==> src/rtl/dmx_output_frame_tx.sv <==
// -----------------------------------------------------------------------------
// dmx_output_frame_tx
//
// DMX512 frame transmitter. A start pulse sends one frame on the line:
// Break, Mark-After-Break, the start code (slot 0), then n_slots data slots.
// Each slot is 8N2 at BAUD_RATE. Slot bytes come from a synchronous EBR read
// port; address 0 holds the start code.
//
// Optional feature (compile-time macro DMX_AUTO_REFRESH_EN):
//   The first accepted start arms continuous output. A new frame then begins
//   every REFRESH_US, or one cycle after DONE when a frame outlasts the
//   period. Only rst_n disarms it. When the macro is undefined, frames are
//   sent only on start pulses and the period counter is not built.
//
// Ports:
//   clk                in   1   system clock
//   rst_n              in   1   synchronous reset, active-low
//   start              in   1   1-cycle pulse requesting one frame
//   n_slots            in  10   data slots after the start code, clamped to MAX_SLOTS
//   rd_addr            out  9   EBR read address (slot index, low 9 bits)
//   rd_data            in   8   EBR read data, valid one clock after rd_addr
//   DMX_Output_Signal  out  1   line data, idle/mark = 1
//   DE                 out  1   RS-485 driver enable
//   busy               out  1   high from accepted start until frame_done
//   frame_done         out  1   1-cycle pulse after the last stop bit
// -----------------------------------------------------------------------------
module dmx_output_frame_tx #(
   parameter int unsigned CLK_FREQ  = 20_000_000,
   parameter int unsigned BAUD_RATE = 250_000,
   parameter int unsigned BREAK_US  = 176,
   parameter int unsigned MAB_US    = 12,
   parameter int unsigned MAX_SLOTS = 512
`ifdef DMX_AUTO_REFRESH_EN
   ,
   parameter int unsigned REFRESH_US = 25_000
`endif
) (
   input  logic       clk,
   input  logic       rst_n,
   input  logic       start,
   input  logic [9:0] n_slots,
   output logic [8:0] rd_addr,
   input  logic [7:0] rd_data,
   output logic       DMX_Output_Signal,
   output logic       DE,
   output logic       busy,
   output logic       frame_done
);

   localparam int unsigned BIT_TICKS   = CLK_FREQ / BAUD_RATE;
   localparam int unsigned BREAK_TICKS = (CLK_FREQ / 1_000_000) * BREAK_US;
   localparam int unsigned MAB_TICKS   = (CLK_FREQ / 1_000_000) * MAB_US;

   localparam logic [11:0] BIT_LAST    = 12'(BIT_TICKS - 1);
   localparam logic [11:0] BREAK_LAST  = 12'(BREAK_TICKS - 1);
   localparam logic [11:0] MAB_LAST    = 12'(MAB_TICKS - 1);
   localparam logic [9:0]  MAX_SLOTS_V = 10'(MAX_SLOTS);

   typedef enum logic [2:0] {
      S_IDLE,
      S_BREAK,
      S_MAB,
      S_FETCH,
      S_SHIFT,
      S_DONE
   } state_t;

   state_t      state_q,    state_d;
   logic [11:0] tick_q,     tick_d;
   logic [3:0]  bit_q,      bit_d;
   logic [9:0]  slot_q,     slot_d;
   logic [9:0]  nslots_q,   nslots_d;
   logic        fetch_ph_q, fetch_ph_d;
   logic [10:0] shift_q,    shift_d;
   logic        line_q,     line_d;
   logic        de_q,       de_d;
   logic        busy_q,     busy_d;
   logic        done_q,     done_d;
   logic [8:0]  rd_addr_q,  rd_addr_d;

   logic [9:0]  slot_inc;
   logic        auto_go;

   // Saturate the requested slot count to the configured maximum.
   function automatic logic [9:0] clamp_slots(input logic [9:0] n);
      return (n > MAX_SLOTS_V) ? MAX_SLOTS_V : n;
   endfunction

   assign slot_inc = slot_q + 10'd1;

`ifdef DMX_AUTO_REFRESH_EN
   localparam int unsigned REFRESH_TICKS = (CLK_FREQ / 1_000_000) * REFRESH_US;
   localparam logic [19:0] REFRESH_LAST  = 20'(REFRESH_TICKS - 1);

   logic        armed_q,  armed_d;
   logic [19:0] period_q, period_d;

   // Period elapsed while armed. The counter saturates, so a frame that
   // outlasts the period still leaves this asserted when DONE is reached.
   assign auto_go = armed_q && (period_q >= REFRESH_LAST);

   always_comb begin
      armed_d  = armed_q;
      period_d = period_q;
      if (state_q == S_IDLE && start) begin
         armed_d = 1'b1;
      end
      if (state_d == S_BREAK && state_q != S_BREAK) begin
         period_d = '0;
      end else if (period_q < REFRESH_LAST) begin
         period_d = period_q + 20'd1;
      end
   end

   always_ff @(posedge clk) begin
      if (!rst_n) begin
         armed_q  <= 1'b0;
         period_q <= '0;
      end else begin
         armed_q  <= armed_d;
         period_q <= period_d;
      end
   end
`else
   assign auto_go = 1'b0;
`endif

   always_comb begin
      state_d    = state_q;
      tick_d     = tick_q;
      bit_d      = bit_q;
      slot_d     = slot_q;
      nslots_d   = nslots_q;
      fetch_ph_d = fetch_ph_q;
      shift_d    = shift_q;
      line_d     = line_q;
      de_d       = de_q;
      busy_d     = busy_q;
      done_d     = 1'b0;
      rd_addr_d  = rd_addr_q;

      unique case (state_q)
         S_IDLE: begin
            line_d = 1'b1;
            de_d   = 1'b0;
            busy_d = 1'b0;
            if (start || auto_go) begin
               state_d  = S_BREAK;
               tick_d   = '0;
               nslots_d = clamp_slots(n_slots);
               line_d   = 1'b0;
               de_d     = 1'b1;
               busy_d   = 1'b1;
            end
         end

         S_BREAK: begin
            tick_d = tick_q + 12'd1;
            if (tick_q == BREAK_LAST) begin
               state_d = S_MAB;
               tick_d  = '0;
               line_d  = 1'b1;
            end
         end

         S_MAB: begin
            tick_d = tick_q + 12'd1;
            if (tick_q == MAB_LAST) begin
               state_d    = S_FETCH;
               tick_d     = '0;
               slot_d     = '0;
               rd_addr_d  = '0;
               fetch_ph_d = 1'b0;
            end
         end

         // Phase 0: address is on the EBR port. Phase 1: data is valid and is
         // loaded as {stop, stop, d[7:0], start} so bit 0 is always on the line.
         S_FETCH: begin
            if (!fetch_ph_q) begin
               fetch_ph_d = 1'b1;
            end else begin
               state_d = S_SHIFT;
               shift_d = {2'b11, rd_data, 1'b0};
               line_d  = 1'b0;
               bit_d   = '0;
               tick_d  = '0;
            end
         end

         S_SHIFT: begin
            tick_d = tick_q + 12'd1;
            if (tick_q == BIT_LAST) begin
               tick_d = '0;
               if (bit_q == 4'd10) begin
                  line_d = 1'b1;
                  if (slot_q == nslots_q) begin
                     state_d = S_DONE;
                     done_d  = 1'b1;
                     busy_d  = 1'b0;
                     de_d    = 1'b0;
                  end else begin
                     state_d    = S_FETCH;
                     slot_d     = slot_inc;
                     rd_addr_d  = slot_inc[8:0];
                     fetch_ph_d = 1'b0;
                  end
               end else begin
                  bit_d   = bit_q + 4'd1;
                  shift_d = {1'b1, shift_q[10:1]};
                  line_d  = shift_q[1];
               end
            end
         end

         // An external start here is ignored; only an expired refresh
         // period chains straight into the next Break.
         S_DONE: begin
            state_d = S_IDLE;
            if (auto_go) begin
               state_d  = S_BREAK;
               tick_d   = '0;
               nslots_d = clamp_slots(n_slots);
               line_d   = 1'b0;
               de_d     = 1'b1;
               busy_d   = 1'b1;
            end
         end

         default: begin
            state_d = S_IDLE;
         end
      endcase
   end

   always_ff @(posedge clk) begin
      if (!rst_n) begin
         state_q    <= S_IDLE;
         tick_q     <= '0;
         bit_q      <= '0;
         slot_q     <= '0;
         nslots_q   <= '0;
         fetch_ph_q <= 1'b0;
         line_q     <= 1'b1;
         de_q       <= 1'b0;
         busy_q     <= 1'b0;
         done_q     <= 1'b0;
         rd_addr_q  <= '0;
      end else begin
         state_q    <= state_d;
         tick_q     <= tick_d;
         bit_q      <= bit_d;
         slot_q     <= slot_d;
         nslots_q   <= nslots_d;
         fetch_ph_q <= fetch_ph_d;
         line_q     <= line_d;
         de_q       <= de_d;
         busy_q     <= busy_d;
         done_q     <= done_d;
         rd_addr_q  <= rd_addr_d;
      end
   end

   // Slot data shift register; always reloaded before use, so no reset.
   always_ff @(posedge clk) begin
      shift_q <= shift_d;
   end

   assign rd_addr           = rd_addr_q;
   assign DMX_Output_Signal = line_q;
   assign DE                = de_q;
   assign busy              = busy_q;
   assign frame_done        = done_q;

endmodule

==> config.mk <==
export PLATFORM = sky130hd
export DESIGN_NAME = dmx_output_frame_tx
export DESIGN_NICKNAME = d
export VERILOG_FILES = /design/src/rtl/dmx_output_frame_tx.sv
export SDC_FILE = /design/constraint.sdc
export NUM_CORES = 1
export LEC_CHECK = 0
export BUFFER_PORTS_ARGS = -buffer_cell sky130_fd_sc_hd__buf_4
export CELL_PAD_IN_SITES_DETAIL_PLACEMENT = 1
export CELL_PAD_IN_SITES_GLOBAL_PLACEMENT = 1
export CORE_MARGIN = 2
export CORE_UTILIZATION = 49
export CTS_BUF_LIST = sky130_fd_sc_hd__clkbuf_2
export CTS_CLUSTER_DIAMETER = 60
export DETAILED_ROUTE_END_ITERATION = 8
export MAX_ROUTING_LAYER = met4
export PLACE_DENSITY = 0.91
export SETUP_SLACK_MARGIN = 0.15
export SLEW_MARGIN = 20
export SYNTH_ARGS = -nofsm -noshare
export SYNTH_HDL_FRONTEND = slang
export SYNTH_SLANG_ARGS = --single-unit
==> constraint.sdc <==
create_clock -name clk -period 4.7 [get_ports clk]
set_clock_uncertainty 0.05 [all_clocks]
set_input_delay 0.47 -clock clk [delete_from_list [all_inputs] [get_ports clk]]
set_output_delay 0.47 -clock clk [all_outputs]
set_load 0.005 [all_outputs]
### Word-level counts from Yosys, hierarchy flattened

Index checks and enable logic that the tools add are counted.

| storage, ports and cells | value |
|---|---|
| register bits | 63 |
| input bits | 21 |
| output and inout bits | 13 |
| logic and storage cells | 99 |

| operators by class | value |
|---|---|
| add/sub/neg operators | 3 |
| $lt $le $gt $ge | 1 |
| eq/ne operators | 18 |
| multiplexer cells | 50 |
| reductions and logical operators | 16 |

Operators with widths:

| cell | count |
|---|---|
| $mux 12 | 5 |
| $pmux 12 s5 | 1 |
| $mux 10 | 5 |
| $mux 9 | 4 |
| $mux 11 | 3 |
| $pmux 11 s2 | 1 |
| $mux 3 | 7 |
| $pmux 10 s2 | 1 |
| $ne 2x2->1 const B | 9 |
| $pmux 9 s2 | 1 |
| $reduce_and 4->1 | 4 |
| $pmux 3 s5 | 1 |
| $mux 1 | 14 |
| $add 12x1->12 const B | 1 |
| $eq 12x12->1 const B | 1 |
| $eq 12x7->1 const B | 1 |
| $eq 12x8->1 const B | 1 |
| $mux 4 | 3 |
| $add 10x1->10 const B | 1 |
| $eq 10x10->1 | 1 |
| $gt 10x10->1 const B | 1 |
| $reduce_and 5->1 | 2 |
| $pmux 4 s2 | 1 |
| $eq 3x2->1 const B | 2 |
| 15 further kinds | 17 |

### Depth between registers and ports, before layout

| depth | value |
|---|---|
| depth after elaboration | 5 |
| mapped depth | 8 |
| depth with buffers taken out | 7 |

### Worst setup path after synthesis

Ideal clock, no wire load.

| timing | value |
|---|---|
| path type | register to register |
| start | reg tick_q[4] |
| end | reg bit_q[0] |
| library setup time | 0.128 ns |
| arrival | 2.379 ns |
| data required time | 4.522 ns |
| slack | 2.143 ns |
| cell stages (with the launch flop) | 6 |
| path buffers | 0 |
| clock period less this slack | 2.557 ns |
| cells stage by stage | dfxtp_1 > or4_4 > or3_1 > o31ai_1 > mux2_2 > nor2_1 |

| on the way | value |
|---|---|
| cells in the longest elaborated chain, start to end | 3 |

RTL lines:

| element | RTL line | source |
|---|---|---|
| from (decl) | 69 | `logic [11:0] tick_q, tick_d;` |
| from (signal assigned) | 251 | `tick_q <= tick_d;` |
| $eq 12x7->1 | 193 | `if (tick_q == BIT_LAST) begin` |
| $ne 2x2->1 (no source line) | -- |  |
| $reduce_and 4->1 (no source line) | -- |  |
| to (signal assigned) | 252 | `bit_q <= bit_d;` |
| to (decl) | 70 | `logic [3:0] bit_q, bit_d;` |

Every way passes these cells.
A chain may end at the register's enable or synchronous reset.

### Worst setup path in the final report

| timing | value |
|---|---|
| start | reg tick_q[4] |
| end | reg tick_q[2] |

| on the way | value |
|---|---|
| cells in the longest elaborated chain, start to end | 3 |

RTL lines:

| element | RTL line | source |
|---|---|---|
| $eq 12x7->1, or another cell as far along | 193 |  |
| $mux 12 (on tied branches) | 193, 159, 168 |  |
| $pmux 12 s5 (*) | 142 | `unique case (state_q)` |

Mark *: on every way between the ends. The rest lies on a longest branch, timed or not.

==> results.sh <==
export IMPL_status="finished clean"
export IMPL_timing_final_ws_setup_ns=2.049
export IMPL_num_rows=27
export IMPL_dr_wl_met2_um=3282
export IMPL_post_cts_resized=0
export IMPL_avgRoutedWirePerCell_um=16.52
export IMPL_grt_pass1_wl_um=11280
export IMPL_mappedNetlistNets=343
export IMPL_cp_end_kind="flop"
export IMPL_clk_latency_ns=0.45
export IMPL_power_density_mw_per_mm2=371.2
export IMPL_rsz0062_at_grt="no"
export IMPL_cts_sinks=51
export IMPL_track_usage=0.2343
export IMPL_crit_arrival_ns=2.95
export IMPL_vias=2355
export IMPL_place_congestion=0.8138
export IMPL_layout_min_cycle_time_ns=2.651
export IMPL_synthFlopType="dfxtp_1"
export IMPL_yosysSeqAreaShare=0.3998
export IMPL_wl_um=6725
export IMPL_crit_path_end="tick_q[2]"
export IMPL_dieArea_mm2=0.006235
export IMPL_worst_path_max_fanout=10
export IMPL_relSlewSlack=0.4341
export IMPL_synth_cell_types=57
export IMPL_cap_violations=0
export IMPL_fin_tns_setup_ns=0
export IMPL_tightest_slew_ns=0.8489
export IMPL_start_util=0.5032
export IMPL_netlist_instances=318
export IMPL_worst_ep_required_time_ns=5.00
export IMPL_die_height_um=78.97
export IMPL_start_kind="flop"
export IMPL_hpwlAfterDp_um=4805
export IMPL_grt_pass1_vias=2365
export IMPL_peakVddDrop_v=0.0003067
export IMPL_ff2ff_setup_slack_ns=2.05
export IMPL_syn_avg_cell_area_um2=8.660
export IMPL_syn_cell_area_mm2=0.002754
export IMPL_wl_met3_um=186
export IMPL_hold_path_class="input pin to flop"
export IMPL_final_core_util=0.5530
export IMPL_cts_buffer_depth=2
export IMPL_r2r_cells=5
export IMPL_pre_cts_slack_ns=1.773
export IMPL_cts_setup_buffers=0
export IMPL_r2r_end="tick_q[2]"
export IMPL_clk_pin_slew_ns=0.25
export IMPL_via_per_inst=5.786
export IMPL_cts_buffers=5
export IMPL_grt_ovfl_total=0
export IMPL_final_layout_size_suffix_gt1_frac=0.1881
export IMPL_cts_tree="done"
export IMPL_antenna_cells=0
export IMPL_first_iter_violations=111
export IMPL_io_buffers=33
export IMPL_firstDrtPassIters=4
export IMPL_top_layer="met4"
export IMPL_ys_ff_latch=51
export IMPL_power_leakage_nw=1.202
export IMPL_coreArea_mm2=0.005473
export IMPL_hold_violations=0
export IMPL_yosysTopAreaCell="dfxtp_1"
export IMPL_worst_setup_path_startpoint="tick_q[4]"
export IMPL_hold_buffers=0
export IMPL_synth_top_cell_area_share=0.3126
export IMPL_area_growth_pct=9.904
export IMPL_met1_length_um=3172
export IMPL_ant_nets=0
export IMPL_setup_viol=0
export IMPL_antenna_found_initial=0
export IMPL_synthArstFlopShare=0
export IMPL_drv_slew=0
export IMPL_die_w_um=78.97
export IMPL_critPathKind="flop to flop"
export IMPL_grt_max_degree=22
export IMPL_synth_area_top_cells="dfxtp_1 (31%), edfxtp_1 (8.7%), xor2_1 (6.4%), nand2_1 (4.8%), nor2_1 (4.4%)"
export IMPL_synth_edff_count=8
export IMPL_htreeDepth=2
export IMPL_yosysWarnings=0
export IMPL_layout_nets=359
export IMPL_cts_root_buf="clkbuf_2"
export IMPL_fillers=666
export IMPL_r2r_start="tick_q[4]"
export IMPL_period_share=0.5640
export IMPL_drc=0
export IMPL_io_pins=34
export IMPL_fmax_ghz=0.3773
## power breakdown
| part | total, W | internal [W] | switching (W) |
|---|---|---|---|
| clock | 0.000233 | 0.0000901 | 0.000143 |
| sequential | 0.000541 | 0.000479 | 0.0000615 |
| combinational | 0.000349 | 0.000141 | 0.000208 |
| total | 0.00112 | 0.000710 | 0.000413 |
## state kept, by name, summed over array words and instances, names as in the netlist, 3 cells and up
register  flops
nslots_q     10
state_q       3
tick_q       12
shift_q       8
bit_q         4
slot_q       10
## worst max-delay path, cell delays in order, from the launching register on
cell      delay, ns
dfxtp_1        0.43
or4_4          0.58
nor3_1         0.56
o221ai_1       0.34
o21ai_2        0.49
nor2_1         0.11
## cells by family (layout without fill, tap and decap cells)
| kind of cell | Yosys count | count (layout) | synth area share |
|---|---|---|---|
| xor+xnor | 21 | 21 | 0.06679 |
| mux | 4 | 4 | 0.01590 |
| flops | 51 | 51 | 0.3998 |
| compound gates | 70 | 70 | 0.1799 |
| buf+inv | 30 | 47 | 0.05997 |
| simple gates | 138 | 138 | 0.2594 |
| fa+ha+maj | 4 | 4 | 0.01817 |
## per-stage QoR
step	std cells	power (W)	instance area [um^2]	hold WS [ns]
finish	407	0.001124	3027	0.2057
global route	407	0.001195	3027	0.1825
CTS	407	0.001127	3022	0.1951
detailed placement	399	0.0008895	2953	0.4366
global placement	399	0.0008755	2953	0.4119
floorplan	318	0.0007998	2754	0.3981
## area by class of cell
class                      count  area [um^2]  area share
inverter                       5        18.77    0.006201
clock buffer                   5        25.02    0.008268
clock inverter                 3        43.79     0.01447
tap                           72        90.09     0.02976
sequential                    51         1101      0.3638
timing repair buffer          34        255.2     0.08433
multi-input combinational    237         1493      0.4932
## synthesized netlist by cell type (2+ instances only)
library cell	count
o21ai_0	11
or4_1	2
xor2_1	20
and2_1	3
and3_1	8
dfxtp_1	43
a31oi_1	5
o22ai_1	2
a22o_1	2
a31o_2	3
nor2b_1	2
nor3_1	6
or4_4	2
o21ba_2	3
inv_1	5
nand3b_1	3
nand2b_1	3
a21oi_1	18
buf_4	12
nor3b_1	7
nor2_1	32
nand4_1	5
nor4_1	4
a22oi_1	5
edfxtp_1	8
nand3_1	15
o21a_1	4
ha_1	4
nand2_1	35
nand4b_1	3
o31ai_1	3
clkbuf_1	11
mux2_2	3
a41oi_1	2
a311oi_1	2
## per-layer routing
metal	vias to the layer above	GRT usage
met5	-	-
met4	0	0.06897
met3	8	0.03864
met2	38	0.3881
met1	1142	0.2966
li1	1167	-
## cells in the final DEF (no fill, tap or decap), drive strengths merged, types with 4 or more instances in the layout
master / n
nor3: 6
o21a: 4
edfxtp: 8
or4: 4
clkbuf: 5
nor2: 32
buf: 34
dfxtp: 43
nor3b: 7
a21oi: 18
and3: 8
xor2: 20
nand2: 35
and2: 5
a31oi: 6
ha: 4
nand4: 5
o21ai: 12
nor4: 4
inv: 5
a22oi: 5
nand3: 15
## worst min path at each step
stage                      from          end  slack (ns)  depth (start not counted)
floorplan           nslots_q[9]  nslots_q[9]        0.40                          2
global placement    nslots_q[9]  nslots_q[9]        0.41                          2
detailed placement  nslots_q[9]  nslots_q[9]        0.44                          2
CTS                  n_slots[4]  nslots_q[4]        0.20                          3
global route         n_slots[3]  nslots_q[3]        0.18                          3
finish               n_slots[5]  nslots_q[5]        0.21                          3
No activity file was read; power rests on OpenSTA's default activity.
